### src/rtl/seq_tx.sv
//==============================================================================
// Module      : seq_tx
// Description : Serial pattern transmitter. Accepts a parallel word over a
//               load/ready handshake and shifts it out MSB-first on dout,
//               one bit per clock, followed by GAP idle cycles (dout=1).
//               Optional build macro SEQ_TX_PREAMBLE_EN prepends the sync
//               preamble 0101_0101 to every frame.
// Revision    : 1.0 - initial release
//==============================================================================
`default_nettype none

module seq_tx #(
   parameter int WIDTH = 8,   // payload bits per frame, 2..32
   parameter int GAP   = 2    // idle cycles after the last payload bit, 0..15
) (
   input  logic             clk,
   input  logic             rst_n,
   input  logic [WIDTH-1:0] data,
   input  logic             load,
   output logic             ready,
   output logic             dout,
   output logic             busy,
   output logic             done
);

   // Bit counter must hold both WIDTH-1 and the 7 used by the preamble.
   localparam int CW = $clog2((WIDTH > 8) ? WIDTH : 8);

`ifdef SEQ_TX_PREAMBLE_EN
   localparam logic [7:0] PRE_PATTERN = 8'b0101_0101;  // sent bit 7 first
   typedef enum logic [1:0] {
      S_IDLE = 2'd0,
      S_PRE  = 2'd1,
      S_DATA = 2'd2,
      S_GAP  = 2'd3
   } state_t;
`else
   typedef enum logic [1:0] {
      S_IDLE = 2'd0,
      S_DATA = 2'd2,
      S_GAP  = 2'd3
   } state_t;
`endif

   state_t           state, state_n;
   logic [WIDTH-1:0] sreg, sreg_n;
   logic [CW-1:0]    cnt, cnt_n;
   logic [3:0]       gcnt, gcnt_n;
   logic             dout_n, ready_n, busy_n, done_n;

   // State and output registers; every output comes straight from a flop.
   always_ff @(posedge clk) begin
      if (!rst_n) begin
         state <= S_IDLE;
         sreg  <= '0;
         cnt   <= '0;
         gcnt  <= '0;
         dout  <= 1'b1;
         ready <= 1'b1;
         busy  <= 1'b0;
         done  <= 1'b0;
      end else begin
         state <= state_n;
         sreg  <= sreg_n;
         cnt   <= cnt_n;
         gcnt  <= gcnt_n;
         dout  <= dout_n;
         ready <= ready_n;
         busy  <= busy_n;
         done  <= done_n;
      end
   end

   // Next-state and next-output logic. dout_n is the bit the line will carry
   // in the following cycle, so the first bit appears one cycle after accept.
   always_comb begin
      state_n = state;
      sreg_n  = sreg;
      cnt_n   = cnt;
      gcnt_n  = gcnt;
      dout_n  = 1'b1;
      done_n  = 1'b0;

      case (state)
         S_IDLE: begin
            if (load && ready) begin
`ifdef SEQ_TX_PREAMBLE_EN
               state_n = S_PRE;
               sreg_n  = data;
               cnt_n   = CW'(7);
               dout_n  = PRE_PATTERN[7];
`else
               state_n = S_DATA;
               sreg_n  = {data[WIDTH-2:0], 1'b0};
               cnt_n   = CW'(WIDTH - 1);
               dout_n  = data[WIDTH-1];
`endif
            end
         end

`ifdef SEQ_TX_PREAMBLE_EN
         S_PRE: begin
            if (cnt == '0) begin
               // Last preamble bit on the line; queue the payload MSB.
               state_n = S_DATA;
               dout_n  = sreg[WIDTH-1];
               sreg_n  = {sreg[WIDTH-2:0], 1'b0};
               cnt_n   = CW'(WIDTH - 1);
            end else begin
               dout_n  = PRE_PATTERN[3'(cnt - CW'(1))];
               cnt_n   = cnt - CW'(1);
            end
         end
`endif

         S_DATA: begin
            if (cnt == '0) begin
               // Last payload bit on the line; done rides with the next cycle.
               done_n = 1'b1;
               if (GAP > 0) begin
                  state_n = S_GAP;
                  gcnt_n  = 4'(GAP - 1);
               end else begin
                  state_n = S_IDLE;
               end
            end else begin
               dout_n = sreg[WIDTH-1];
               sreg_n = {sreg[WIDTH-2:0], 1'b0};
               cnt_n  = cnt - CW'(1);
            end
         end

         S_GAP: begin
            if (gcnt == '0) begin
               state_n = S_IDLE;
            end else begin
               gcnt_n = gcnt - 4'd1;
            end
         end

         default: begin
            state_n = S_IDLE;
         end
      endcase

      ready_n = (state_n == S_IDLE);
      busy_n  = !ready_n;
   end

endmodule

`default_nettype wire

### config.mk
export PLATFORM = sky130hd
export DESIGN_NAME = seq_tx
export DESIGN_NICKNAME = d
export VERILOG_FILES = /design/src/rtl/seq_tx.sv
export SDC_FILE = /design/constraint.sdc
export NUM_CORES = 1
export LEC_CHECK = 0
export ABC_AREA = 1
export CAP_MARGIN = 20
export CORE_ASPECT_RATIO = 1.5
export CORE_UTILIZATION = 45
export CTS_BUF_LIST = sky130_fd_sc_hd__clkbuf_8
export CTS_CLUSTER_DIAMETER = 120
export CTS_CLUSTER_SIZE = 14
export DETAILED_ROUTE_END_ITERATION = 8
export PLACE_DENSITY_LB_ADDON = 0.3
export SLEW_MARGIN = 5
export SYNTH_ARGS = -nofsm -noshare
export SYNTH_HDL_FRONTEND = slang
export SYNTH_SLANG_ARGS = --single-unit
### constraint.sdc
create_clock -name clk -period 1.3 [get_ports clk]
set_input_delay 0.195 -clock clk [delete_from_list [all_inputs] [get_ports clk]]
set_output_delay 0.195 -clock clk [all_outputs]
set_load 0.02 [all_outputs]
==> flow_metrics.py <==
metrics = {
    "sta": {
        "worst_clock_skew_ns": 0.00204,
        "fin_crit_sh": 0.965,
        "finalHoldViolCount": 0,
        "worst_slack_ns": 0.0449,
        "worstMarginPinSlew_ns": 0.286,
        "slew_violations": 0,
        "relSlewSlack": 0.809,
        "fin_crit_ns": 1.26,
        "holdWs_ns": 0.419,
        "rsz0062_at_grt": "yes",
        "finalSetupViolations": 0,
        "tns_ns": 0,
        "max_freq_mhz": 797,
    },
    "synthesis": {
        "synth_area_leader_cell": "dfxtp_1",
        "synthMuxAreaShare": 0,
        "ys_ff_latch": 20,
        "synth_area_leaders": "dfxtp_1 (43%), nand2_1 (14%), nor2_1 (7.7%), o21ai_0 (4.9%), inv_1 (4.9%)",
        "synthCells": 127,
        "synth_compound_area_frac": 0.112,
        "synth-simple-area-share": 0.340,
        "yosys_warnings": 0,
        "yosysUniqueCellTypes": 19,
        "synth_top_family_by_area": "simple AND/OR/NAND/NOR gates",
        "synth.avg_cell_area_um2": 7.28,
        "syn_nets": 141,
        "netlist_area_um2": 925,
        "ys_seq_area_frac": 0.433,
        "yosys.area.top_type_share": 0.433,
        "synth_xor_area_frac": 0,
        "synthAdderAreaFrac": 0.0406,
    },
    "power_and_ir_drop": {
        "p_leak_nw": 0.559,
        "total_power_mw": 1.86,
        "ir_drop_mv": 1.03,
        "power_density_nw_per_um2": 1550,
    },
    "die": {
        "rows": 19,
        "die-area_um2": 2240,
        "pin_count": 15,
        "die_x_um": 39.0,
        "initial_utilization": 0.492,
        "die_h_um": 57.5,
        "core_area_um2": 1880,
    },
    "run_status": {
        "outcome": "complete, no violations",
    },
    "clocking": {
        "cts_root_buffer": "clkbuf_8",
        "cts_tree": "done",
        "clock_latency_ns": 0.25,
        "cts_max_level": 1,
        "clkTransAtPathRegs_ns": 0.07,
        "hold_buffers": 0,
        "cts_buffers": 3,
        "clock-sinks": 20,
        "clockBufferDepth": 2,
    },
    "place": {
        "place.port_buffers": 14,
        "dp.cells": 163,
        "dpl_cell_area_um2": 1100,
        "gp_congestion": 0.762,
        "dp_hpwl_mm": 1.34,
        "place_ws_ns": -0.0356,
    },
    "detailed_routing": {
        "wl_mm": 1.82,
        "ant_nets": 0,
        "drt_first_pass_iters": 4,
        "vias": 805,
        "drc_errors": 0,
        "drt-initial-drc-count": 7,
        "via_per_inst": 4.79,
        "wl_per_cell_um": 10.8,
    },
    "setup_path": {
        "cp_num_buf_inv": 3,
        "max_stage_delay_ns": 0.33,
        "ff2ff_setup_slack_ns": 0.04,
        "crit_arrival_ns": 1.41,
        "worst-setup-path-type": "reg -> reg",
        "endpoint_kind": "register",
        "path_max_fanout": 5,
        "critical_path_depth": 10,
        "cp_slowest_cell": "dfxtp_2",
        "timing.rr.end": "gcnt[1]$_SDFFE_PN0P_",
        "path_cells": "inv_1 -> ha_1 -> nand2_2 -> inv_1 -> nand2_2 -> nand2_4 -> inv_2 -> nor2_4 -> nand2_1 -> nand2_1",
        "r2r_cells": 10,
        "critPathTopFamily": "simple AND/OR/NAND/NOR gates",
        "rr_startpoint": "cnt[0]$_SDFFE_PN0P_",
        "cp-start-kind": "register",
        "crit_required_ns": 1.45,
    },
    "layout": {
        "final_common_cell": "nand2_1",
        "insertedDiodeCount": 0,
        "finish.utilization": 0.640,
        "drive_gt1_frac": 0.163,
        "final_area_um2": 1200,
        "fin_nets": 162,
        "stdcell_count": 168,
        "area_growth_pct": 29.9,
        "final_cell_mix": "nand2_1 (32), nor2_1 (19), dfxtp_1 (19), inv_1 (12), clkdlybuf4s50_1 (10)",
    },
    "grt": {
        "grt_pass1_wl_mm": 2.98,
        "gr-usage-all-layers": 0.184,
        "grt_start_max_net_pins": 13,
        "overflow": 0,
        "grt_pass1_vias": 773,
        "grt_antenna_before_repair": 0,
    },
    "worst_hold_path": {
        "hold_start": "cnt[0]$_SDFFE_PN0P_",
        "worstHoldPathCells": 1,
        "whs_endpoint": "cnt[0]$_SDFFE_PN0P_",
        "hold_path.class": "reg -> reg",
    },
    "job": {
        "cap_violations": 0,
    },
}
-- sequential cells by signal (all words and copies together), names as in the netlist --
| signal | count |
|---|---|
| busy | 1 |
| cnt | 3 |
| dout | 1 |
| done | 1 |
| ready | 1 |
| gcnt | 4 |
| state | 2 |
| sreg | 7 |
-- synthesized netlist by cell type --
cell type	instances
o22ai_1	1
dfxtp_1	20
clkinv_1	1
nand2_4	3
inv_6	1
inv_2	2
nand2_2	4
nor3_1	1
a31oi_1	2
nand2_1	34
nor2_4	1
o21ai_0	9
ha_1	3
nand3_1	4
a21oi_1	8
nor2_1	19
buf_1	1
inv_1	12
nor2_8	1
-- cells by family (layout without fill, tap and decap cells) --
kind of cell | count (synthesis) | in the layout
and+or+nand+nor | 67 | 67
AOI/OAI and AO/OA | 20 | 20
DFF | 20 | 20
buffers and inverters | 17 | 37
adders and majority gates | 3 | 3
-- routing by layer --
layer	up-vias	wire (µm)	part of all wire	track usage
li1	440	-	-	-
met1	354	743	0.41	0.204
met2	9	1020	0.56	0.338
met3	2	42	0.023	0.0233
met4	0	20	0.011	0.0591
met5	-	0	0	0
-- report_power, final --
group	internal, mW	total, mW	switching (mW)
registers	0.706	0.761	0.0550
logic	0.193	0.500	0.307
clock network	0.410	0.601	0.191
-- layout make-up --
class | count | area [µm²]
Clock buffer | 3 | 41.3
Clock inverter | 1 | 30.0
Fill cell | 171 | 677
Inverter | 16 | 65.1
Multi-Input combinational cell | 90 | 479
Sequential cell | 20 | 402
Tap cell | 21 | 26.3
Timing Repair Buffer | 17 | 158
-- worst register-to-register path, cell delays in order, from the launching register on --
cell     delay [ns]
dfxtp_2        0.33
inv_1          0.06
ha_1           0.20
nand2_2        0.11
inv_1          0.09
nand2_2        0.10
nand2_4        0.08
inv_2          0.08
nor2_4         0.03
nand2_1        0.04
nand2_1        0.04
-- worst max path at each step --
| stage | startpoint | endpoint | slack [ns] |
|---|---|---|---|
| floorplan | cnt[0]$_SDFFE_PN0P_ | gcnt[1]$_SDFFE_PN0P_ | 0.12 |
| global placement | load | sreg[7]$_SDFFE_PN0P_ | -0.004 |
| detailed placement | load | sreg[6]$_SDFFE_PN0P_ | -0.04 |
| CTS | cnt[0]$_SDFFE_PN0P_ | gcnt[1]$_SDFFE_PN0P_ | 0.002 |
| global route | cnt[0]$_SDFFE_PN0P_ | gcnt[1]$_SDFFE_PN0P_ | -0.06 |
| finish | cnt[0]$_SDFFE_PN0P_ | gcnt[1]$_SDFFE_PN0P_ | 0.04 |
-- repair_timing --
| action | CTS | global route |
|---|---|---|
| endpoints found under the setup margin | 7 | 16 |
| pin swaps | 0 | 0 |
| setup buffers | 0 | 1 |
| resized for setup | 5 | 7 |
No activity file was read; power rests on OpenSTA's default activity.
